--- src/rtl/uart_tx_param.sv ---
// uart_tx_param: parameterised UART transmitter with optional parity, 1/2 stop bits and runtime baud divisor
module uart_tx_param #(
  parameter int DATA_WIDTH = 8,
  parameter int DIV_WIDTH  = 8
) (
  input  logic                  CLK,
  input  logic                  RST,
  input  logic [DATA_WIDTH-1:0] P_DATA,
  input  logic                  Data_Valid,
  input  logic                  parity_enable,
  input  logic                  parity_type,
  input  logic                  stop_bits,
  input  logic [DIV_WIDTH-1:0]  baud_div,
  output logic                  S_DATA,
  output logic                  busy,
  output logic                  tx_done
);
  localparam int IW = $clog2(DATA_WIDTH);
  localparam logic [IW-1:0] LAST_BIT = IW'(DATA_WIDTH - 1);

  typedef enum logic [2:0] {IDLE, START, DATA, PARITY, STOP} state_t;

  state_t                state_q, state_d;
  logic [DIV_WIDTH-1:0]  cnt_q, cnt_d, div_q, div_d;
  logic [IW-1:0]         bit_q, bit_d;
  logic [DATA_WIDTH-1:0] sh_q, sh_d;
  logic                  par_en_q, par_en_d, par_q, par_d, stop_q, stop_d;
  logic                  s_data_q, s_data_d, busy_q, busy_d, done_q, done_d;

  always_ff @(posedge CLK or posedge RST) begin
    if (RST) begin
      state_q  <= IDLE;
      cnt_q    <= '0;
      div_q    <= '0;
      bit_q    <= '0;
      sh_q     <= '0;
      par_en_q <= 1'b0;
      par_q    <= 1'b0;
      stop_q   <= 1'b0;
      s_data_q <= 1'b1;
      busy_q   <= 1'b0;
      done_q   <= 1'b0;
    end else begin
      state_q  <= state_d;
      cnt_q    <= cnt_d;
      div_q    <= div_d;
      bit_q    <= bit_d;
      sh_q     <= sh_d;
      par_en_q <= par_en_d;
      par_q    <= par_d;
      stop_q   <= stop_d;
      s_data_q <= s_data_d;
      busy_q   <= busy_d;
      done_q   <= done_d;
    end
  end

  // Data goes out of a right-shifting copy of the word; the parity bit is fixed at acceptance.
  always_comb begin
    state_d  = state_q;
    cnt_d    = cnt_q;
    div_d    = div_q;
    bit_d    = bit_q;
    sh_d     = sh_q;
    par_en_d = par_en_q;
    par_d    = par_q;
    stop_d   = stop_q;
    s_data_d = s_data_q;
    busy_d   = busy_q;
    done_d   = 1'b0;
    if (state_q == IDLE) begin
      s_data_d = 1'b1;
      busy_d   = 1'b0;
      if (Data_Valid) begin
        state_d  = START;
        sh_d     = P_DATA;
        par_en_d = parity_enable;
        par_d    = (^P_DATA) ^ parity_type;
        stop_d   = stop_bits;
        div_d    = baud_div;
        cnt_d    = baud_div;
        bit_d    = '0;
        s_data_d = 1'b0;
        busy_d   = 1'b1;
      end
    end else if (cnt_q != '0) begin
      cnt_d = cnt_q - 1'b1;
    end else begin
      cnt_d = div_q;
      case (state_q)
        START: begin
          state_d  = DATA;
          bit_d    = '0;
          s_data_d = sh_q[0];
          sh_d     = sh_q >> 1;
        end
        DATA: begin
          if (bit_q == LAST_BIT) begin
            state_d  = par_en_q ? PARITY : STOP;
            s_data_d = par_en_q ? par_q : 1'b1;
            bit_d    = '0;
          end else begin
            bit_d    = bit_q + 1'b1;
            s_data_d = sh_q[0];
            sh_d     = sh_q >> 1;
          end
        end
        PARITY: begin
          state_d  = STOP;
          s_data_d = 1'b1;
          bit_d    = '0;
        end
        default: begin
          // bit_q counts completed stop periods when two are requested
          if (stop_q && bit_q == '0) begin
            bit_d = IW'(1);
          end else begin
            state_d  = IDLE;
            s_data_d = 1'b1;
            busy_d   = 1'b0;
            done_d   = 1'b1;
            bit_d    = '0;
          end
        end
      endcase
    end
  end

  assign S_DATA  = s_data_q;
  assign busy    = busy_q;
  assign tx_done = done_q;
endmodule

--- config.mk ---
export PLATFORM = sky130hd
export DESIGN_NAME = uart_tx_param
export DESIGN_NICKNAME = d
export VERILOG_FILES = /design/src/rtl/uart_tx_param.sv
export SDC_FILE = /design/constraint.sdc
export NUM_CORES = 1
export LEC_CHECK = 0
export CAP_MARGIN = 20
export CORE_ASPECT_RATIO = 0.8
export CORE_MARGIN = 10
export CORE_UTILIZATION = 45
export CTS_CLUSTER_DIAMETER = 40
export DETAILED_ROUTE_END_ITERATION = 10
export PLACE_DENSITY = 0.63
export SYNTH_ARGS = -nofsm -noshare
export SYNTH_HDL_FRONTEND = slang
export SYNTH_SLANG_ARGS = --single-unit
--- constraint.sdc ---
create_clock -name CLK -period 2.3 [get_ports CLK]
set_input_delay 0.69 -clock CLK [delete_from_list [all_inputs] [get_ports CLK]]
set_output_delay 0.69 -clock CLK [all_outputs]
set_load 0.01 [all_outputs]
# Word level (Yosys, flattened, before mapping)
# Cells that the tools add are included.
[totals]
mem_count = 0
word_cells = 76
in_bits = 22
romBits = 0
output_inout_bits = 3
regBits = 36
mem_bits_rw = 0
latchBits = 0
[op_classes]
bitwise_logic = 1
n_mux = 37
n_eq_ne = 11
shift = 0
div = 0
n_lt_le_gt_ge = 0
mul = 0
reduce_logical = 14
addsub = 2
[ops]
columns = ["cell", "n"]
rows = [
  ["two-way mux 8 bit", 7],
  ["two-way mux 3 bit", 10],
  ["two-way mux 1 bit", 16],
  ["case mux 8 bit (2 select lines)", 1],
  ["case mux 3 bit (3 select lines)", 1],
  ["AND reduction 4 bit", 2],
  ["nonzero test 8 bit", 1],
  ["parity 8 bit", 1],
  ["subtractor 8 x 1 -> 8 bit (second input constant)", 1],
  ["== test 3 x 2 -> 1 bit (second input constant)", 2],
  ["zero test 3 bit", 2],
  ["inequality test 2 bit (second input constant)", 3],
  ["inequality test 3 bit (second input constant)", 2],
  ["case mux 3 bit (2 select lines)", 1],
  ["AND reduction 2 bit", 3],
  ["inequality test 5 x 2 -> 1 bit (second input constant)", 1],
  ["adder 3 x 1 -> 3 bit (second input constant)", 1],
  ["== test 3 x 1 -> 1 bit (second input constant)", 1],
  ["== test 3 bit (second input constant)", 1],
  ["case mux 1 bit (3 select lines)", 1],
  ["AND reduction 3 bit", 1],
  ["nonzero test 3 bit", 1],
  ["OR reduction 3 bit", 1],
  ["inequality test 2 x 1 -> 1 bit (second input constant)", 1],
  ["other kinds (3)", 3],
]

# Logic depth before layout (Yosys ltp)
# Gate-level depths: netlist of the first run.
[depth]
word_depth = 6
depth_mapped = 7
ltp_nobuf = 6

# Least setup slack after synthesis of the first run
# OpenSTA, ideal clock, no wires.
[synth_timing]
path_kind = "input to register"
start = "input Data_Valid"
end = "register sh_q[0]"
n_path_buf = 2
setup_time_ns = 0.125
arrival_time_ns = 2.151
slack_ns = 0.024
t_required_ns = 2.175
stages = 6
cell_sequence = "buf_2 nor4b_2 a31oi_4 or3b_1 buf_6 mux2_4"
[synth_via]
elab_chain_cells = 2
[synth_lines]
columns = ["item", "line", "rtl"]
rows = [
  ["start: declaration", "9", "input logic Data_Valid,"],
  ["inequality test 2 bit (no line)", "-", ""],
  ["AND reduction 4 bit (no line)", "-", ""],
  ["end signal: assignment", "36", "sh_q <= '0;"],
  ["end signal: assignment", "48", "sh_q <= sh_d;"],
  ["end: declaration", "26", "logic [DATA_WIDTH-1:0] sh_q, sh_d;"],
]
# Every way passes these cells.
# A chain may end at the register's enable or synchronous reset.

# Final worst setup path of the first run
[layout_timing]
start = "input Data_Valid"
end = "register sh_q[4]"
# The elaborated chain is that of the path after synthesis.

==> results of run 1 <==
[synth_stat cells, types with 2 or more instances]
cell and count:
a211oi_1 4, a21oi_1 7, a311oi_1 2, a31oi_1 4, buf_2 3, buf_6 2, clkbuf_1 8, dfrtp_1 35
ha_1 5, inv_1 9, mux2_2 7, mux2_4 7, mux2i_1 4, nand2_1 52, nand4_1 3, nor2_1 5
nor3_1 4, nor3b_1 2, nor4_1 2, o21ai_0 16, o221ai_1 2, o22a_1 2, o31a_2 2, or3_1 2
xnor2_1 4, xor2_1 3
[sequential cells by signal, summed over array words and instances, names as in the netlist]
register and cells:
state_q 3, cnt_q 8, stop_q 1, busy 1, bit_q 3, S_DATA 1, par_q 1, div_q 8
sh_q 8, tx_done 1, par_en_q 1
[worst max-delay path, cell delays in order]
cell,delay [ns]
clkdlybuf4s50_1,0.50
nor4b_4,0.29
a31oi_4,0.05
or3b_1,0.36
buf_4,0.19
mux2_4,0.30
[final timing paths]
| check | startpoint | to |
|---|---|---|
| setup / recovery | Data_Valid | sh_q[4]$_DFFE_PP0P_ |
| hold / removal | div_q[7]$_DFFE_PP0P_ | div_q[7]$_DFFE_PP0P_ |
| setup reg to reg | cnt_q[1]$_DFFE_PP0P_ | sh_q[4]$_DFFE_PP0P_ |
| hold reg to reg | div_q[7]$_DFFE_PP0P_ | div_q[7]$_DFFE_PP0P_ |
| max in group asynchronous | RST | S_DATA$_DFFE_PP1P_ |
| min in group asynchronous | RST | div_q[5]$_DFFE_PP0P_ |
[logic make-up (layout without fill, tap and decap cells)]
kind of cell / count (synthesis) / count (layout)
DFF: 36 / 36
buffers and inverters: 22 / 53
AOI/OAI and AO/OA: 47 / 47
and+or+nand+nor: 80 / 80
xor gates and xnor gates: 8 / 8
muxes: 18 / 18
adders and majority gates: 5 / 5
[routing by layer]
layer / share of wire / routed length [µm] / global-route usage
met3: 0.079 / 379 / 0.04240
met1: 0.52 / 2473 / 0.1912
met5: 0 / 0 / 0
met4: 0.014 / 68 / 0.05294
met2: 0.39 / 1847 / 0.1718
[per-stage QoR]
step	total power (W)	hold slack, ns
final	0.002579	0.4927
after global placement	0.002092	0.4659
after CTS	0.002595	0.4915
after floorplan	0.001841	0.4452
after detailed placement	0.002112	0.4662
after global routing	0.002779	0.5187
[power groups by stage]
| stage | Combinational [W] | Clock, W | Sequential, W |
|---|---|---|---|
| floorplan | 0.000743 | 0 | 0.00110 |
| global placement | 0.000913 | 0 | 0.00118 |
| detailed placement | 0.000931 | 0 | 0.00118 |
| CTS | 0.000938 | 0.000483 | 0.00117 |
| global route | 0.00104 | 0.000510 | 0.00122 |
| finish | 0.000931 | 0.000473 | 0.00118 |
[cell type report]
type | instances | area, µm² | area share
Timing Repair Buffer | 36 | 330.3 | 0.1304
Sequential cell | 36 | 902.1 | 0.3562
Clock buffer | 8 | 90.09 | 0.03557
Inverter | 9 | 33.78 | 0.01334
Tap cell | 60 | 75.07 | 0.02964
Multi-Input combinational cell | 158 | 1101 | 0.4348
[timing repair]
action,CTS,global route
endpoints found under the setup margin,0,7
gates resized for setup,0,1
hold buffers,0,0
==> summary.txt, run 1 <==
syn_nets - 243
pre-CTS WS - -0.2787 ns
Post-CTS Setup Inserts - 0
setup_tns - 0 ns
PortBufs - 24
R2R Setup Slk - 0.28 ns
Starting DRT DRC Count - 80
area grow syn2layout - 21.13%
initial antenna violation count - 0
placed insts - 299
DR pass1 iterations - 4
Worst R2R Path Depth - 7
grt total ovfl - 0
Switching Share - 0.3461
Internal - 0.001686 W
Hold WC Path Type - reg -> reg
Post-Synth Simple-Gate Area - 0.1867
LEAKAGE - 1.161 nW
Synth Cell Area - 2091 µm²
Clock power frac - 0.183
Comb power frac - 0.361
pin count of the biggest net entering global routing - 37
Maximum Capacitance Violations - 0
most common cell after layout, fill and taps aside - nand2_1
clk root buf - clkbuf_8
Hold Path Stages - 2
CP Max Fanout - 8
RSZ-0062 raised after global routing - no
Post-Synth XOR/XNOR Area - 0.04010
ranking of synthesized cells by area - dfrtp_1 42%, nand2_1 9.3%, mux2_4 5.0%
Post-synth ARST share - 1.000
Achievable Freq - 0.4511 GHz
switching power - 0.0008926 W
first-pass GRT wire length - 7914 µm
Peak VDD IR - 0.4762 mV
number of synthesized flops with an enable pin - 0
Seq pwr share - 0.456
Post-DP HPWL - 3416 µm
maximum clock insertion buffer count - 2
main combinational cell family by area after synthesis - simple AND/OR/NAND/NOR gates
Rel. slew slack - 0.6958
Critical Path RT - 2.48 ns
Rows - 22
min Tclk post-route - 2.217 ns
adder-cell area share of the yosys netlist - 0.02992
commonest cells after routing, fill and taps aside - 52 x nand2_1, 35 x dfrtp_1, 24 x clkdlybuf4s50_1, 16 x o21ai_0, 12 x buf_4
layout net count - 273
min setup slack post-route - 0.08313 ns
fill count - 416
post-synthesis mux area share - 0.1071
fin area - 2532 µm²
critical setup path kind - in -> reg
area leader, netlist - dfrtp_1
Setup crit end kind - flip-flop
# diodes - 0
post-synthesis sequential area ratio - 0.4315
worst skew pair latency - 0.30 ns
Cell Area, Placed - 2434 µm²
Post-DRT Antenna Nets - 0
I/O pins - 25
Synth Warn # - 0
die area - 7789 µm²
core area - 4542 µm²
post-route insts no fill - 307
RePlAce Congestion - 0.8017
Die W - 96.21 µm
Die Span Y - 80.97 µm
layout cells sized above 1 - 0.1700
DR vias - 1633
Layout Skew - 0.005893 ns
vias in the first global route - 1546
total CTS buffers - 5
power per standard cell area - 1018 nW/µm²
crit path DAT - 2.40 ns
status - completed
Residual DRC - 0
Initial Util - 0.4603
synth unique cells - 46
share of the synthesized area in the top cell type - 0.4189
CP Launch Type - primary input
final setup violation count - 0
total track usage - 0.1312
top_reg_cell synth - dfrtp_1
final hold vios - 0
clock net sink count - 36
Syn Area/Cell - 9.679 µm²
Core Util, Final - 0.5576
Reg clk slew, reported paths - 0.07 ns
#FFs+latches synth - 36
fin. max-slew vios - 0
wire per inst - 15.53 µm
DRT Wirelength - 4768 µm
H-tree depth - 2
post-synthesis instance total - 216
Final Cycle Share - 0.9639
CTS tree - done
vias per cell - 5.319
Synth Area in Compound Gates - 0.1562
Worst Tran Pin Value - 0.4563 ns
(Power assumes the default switching activity.)
==> run 2, diff against run 1 <==
--- a/config.mk
+++ b/config.mk
@@ -11,7 +11,8 @@
 export CORE_UTILIZATION = 45
 export CTS_CLUSTER_DIAMETER = 40
 export DETAILED_ROUTE_END_ITERATION = 10
-export PLACE_DENSITY = 0.63
+export PLACE_DENSITY = 0.68
+export SKIP_CTS_REPAIR_TIMING = 1
 export SYNTH_ARGS = -nofsm -noshare
 export SYNTH_HDL_FRONTEND = slang
 export SYNTH_SLANG_ARGS = --single-unit
==> run 2 against run 1 <==
Net effect: worst setup slack got worse by 0.022 ns; utilization up 0.22 points; sequential cell count unchanged; global-route usage is 0.070 points higher; final cell count increased by 0.33%; critical endpoint unchanged; largest cell class unchanged; combinational power up 2%; count of clock-buffer cells in the layout is 2 lower.
==> summary.txt, run 2 (synthesis gave the netlist of run 1 again) <==
fin. max-slew vios - 0 (unchanged)
worst skew pair latency - 0.29 ns (about the same)
total track usage - 0.1319 (+0.0006989)
wire per inst - 15.06 µm (-3.1%)
most common cell after layout, fill and taps aside - nand2_1
final setup violation count - 0 (unchanged)
Hold WC Path Type - reg -> reg
DR vias - 1654 (+1.3%)
CP Launch Type - primary input
I/O pins - 25 (unchanged)
vias in the first global route - 1648 (+6.6%)
CP Max Fanout - 8 (unchanged)
LEAKAGE - 1.172 nW (+0.93%)
met3 GRT Util - 0.04055 (-0.001843)
status - completed
placed insts - 300 (+0.33%)
Achievable Freq - 0.4467 GHz (-0.96%)
crit path DAT - 2.41 ns (about the same)
Die Span Y - 80.97 µm (unchanged)
# diodes - 0 (unchanged)
Initial Util - 0.4603 (unchanged)
Post-DRT Antenna Nets - 0 (unchanged)
Layout Skew - 0.007617 ns (+0.001724 ns)
die area - 7789 µm² (unchanged)
grt total ovfl - 0 (unchanged)
DRT Wirelength - 4637 µm (-2.7%)
layout cells sized above 1 - 0.1815 (+0.01141)
commonest cells after routing, fill and taps aside - 52 x nand2_1, 35 x dfrtp_1, 24 x clkdlybuf4s50_1, 16 x o21ai_0, 13 x buf_4
Worst R2R Path Depth - 7 (unchanged)
final hold vios - 0 (unchanged)
crit-path cells - clkdlybuf4s50_1 > nor4b_4 > a31oi_4 > or3b_1 > buf_4 > mux2_4
Worst Min Path Start - div_q[2]$_DFFE_PP0P_
Post-DP HPWL - 3401 µm (-0.45%)
Residual DRC - 0 (unchanged)
PortBufs - 24 (unchanged)
Worst R2R End - sh_q[4]$_DFFE_PP0P_
layer with the highest usage - met1
Cell Area, Placed - 2441 µm² (+0.31%)
clk root buf - clkbuf_8
Rel. slew slack - 0.6705 (-0.02529)
WHS Endpoint - div_q[2]$_DFFE_PP0P_
CP max-delay cell - clkdlybuf4s50_1
Setup crit end kind - flip-flop
met1 Use GR - 0.1945 (+0.003273)
Final Cycle Share - 0.9732 (+0.009383)
fin area - 2542 µm² (+0.40%)
Rows - 22 (unchanged)
R2R Setup Slk - 0.30 ns (+0.02 ns)
reg-to-reg startpoint - cnt_q[0]$_DFFE_PP0P_
power per standard cell area - 1015 nW/µm² (-0.35%)
Die W - 96.21 µm (unchanged)
first-pass GRT wire length - 8176 µm (+3.3%)
RePlAce Congestion - 0.8532 (+6.4%)
Critical Path RT - 2.47 ns (about the same)
clock net sink count - 36 (unchanged)
RSZ-0062 raised after global routing - no
Hold Path Stages - 2 (unchanged)
CP peak stage delay - 0.51 ns (about the same)
total CTS buffers - 5 (unchanged)
Peak VDD IR - 0.5018 mV (+5.4%)
Starting DRT DRC Count - 71 (-11%)
initial antenna violation count - 0 (unchanged)
post-route insts no fill - 308 (+0.33%)
total power - 0.002580 W (about the same)
pin count of the biggest net entering global routing - 37 (unchanged)
core area - 4542 µm² (unchanged)
Worst Tran Pin Value - 0.4905 ns (+0.03416 ns)
maximum clock insertion buffer count - 2 (unchanged)
Maximum Capacitance Violations - 0 (unchanged)
area grow syn2layout - 21.60%
H-tree depth - 2 (unchanged)
DR pass1 iterations - 4 (unchanged)
CTS tree - done
min Tclk post-route - 2.238 ns (+0.02158 ns)
vias per cell - 5.370 (+0.96%)
Largest regs - cnt_q (8), div_q (8), sh_q (8)
Reg clk slew, reported paths - 0.07 ns (about the same)
critical setup path kind - in -> reg
met2 Use GR - 0.1779 (+0.006040)
layout net count - 274 (+0.37%)
==> run 2: changes by cell type in the layout (fill, tap and decap cells not counted), sizes merged <==
cell    previous run  this run
clkbuf             8         6
buf               12        13
clkinv             0         2
==> run 2: metal layers <==
| layer | routed length (µm) | vias up |
|---|---|---|
| met2 | 1885 | 34 |
| li1 | - | 829 |
| met3 | 301 | 5 |
| met4 | 44 | 0 |
| met1 | 2404 | 786 |
| met5 | 0 | - |
==> run 2: worst max-delay path: cells and delay by family <==
kind / cells / cell delay (ns)
buffers and inverters: 2 / 0.70
AND/OR/NAND/NOR: 2 / 0.66
multiplexers: 1 / 0.30
AO/OA/AOI/OAI: 1 / 0.06
==> run 2: worst max-delay path by stage <==
| stage | start | endpoint | slack (ns) | cells after the start |
|---|---|---|---|---|
| 6_report | Data_Valid | sh_q[4]$_DFFE_PP0P_ | 0.06 | 6 |
| 5_1_grt | Data_Valid | sh_q[6]$_DFFE_PP0P_ | 0.03 | 6 |
| 4_1_cts | Data_Valid | sh_q[4]$_DFFE_PP0P_ | 0.02 | 6 |
| 3_5_place_dp | Data_Valid | sh_q[3]$_DFFE_PP0P_ | -0.28 | 6 |
| 3_3_place_gp | Data_Valid | sh_q[2]$_DFFE_PP0P_ | -0.25 | 6 |
| 2_1_floorplan | Data_Valid | sh_q[0]$_DFFE_PP0P_ | 0.02 | 6 |
==> run 2: final cells by class <==
type,instances,area [µm²]
Inverter,9,33.78
Sequential cell,36,902.1
Tap cell,60,75.07
Fill cell,425,1999
Clock inverter,2,10.01
Clock buffer,6,82.58
Timing Repair Buffer,37,337.8
Multi-Input combinational cell,158,1101
==> run 2: where the power goes <==
group	internal (W)	leakage, nW	switching [W]
Clock	0.000239	0.0510	0.000226
Combinational	0.000527	0.683	0.000419
Sequential	0.000922	0.438	0.000247
==> run 2: per-stage QoR <==
stage	TNS (ns)	util	setup WS [ns]	hold WS, ns
finish	0	0.5598	0.06154	0.4889
global route	0	0.5598	0.02620	0.5169
CTS	0	0.5579	0.02125	0.4885
detailed placement	-2.044	0.5375	-0.2788	0.4699
global placement	-1.794	0.5375	-0.2466	0.4667
floorplan	0	-	0.02417	0.4452
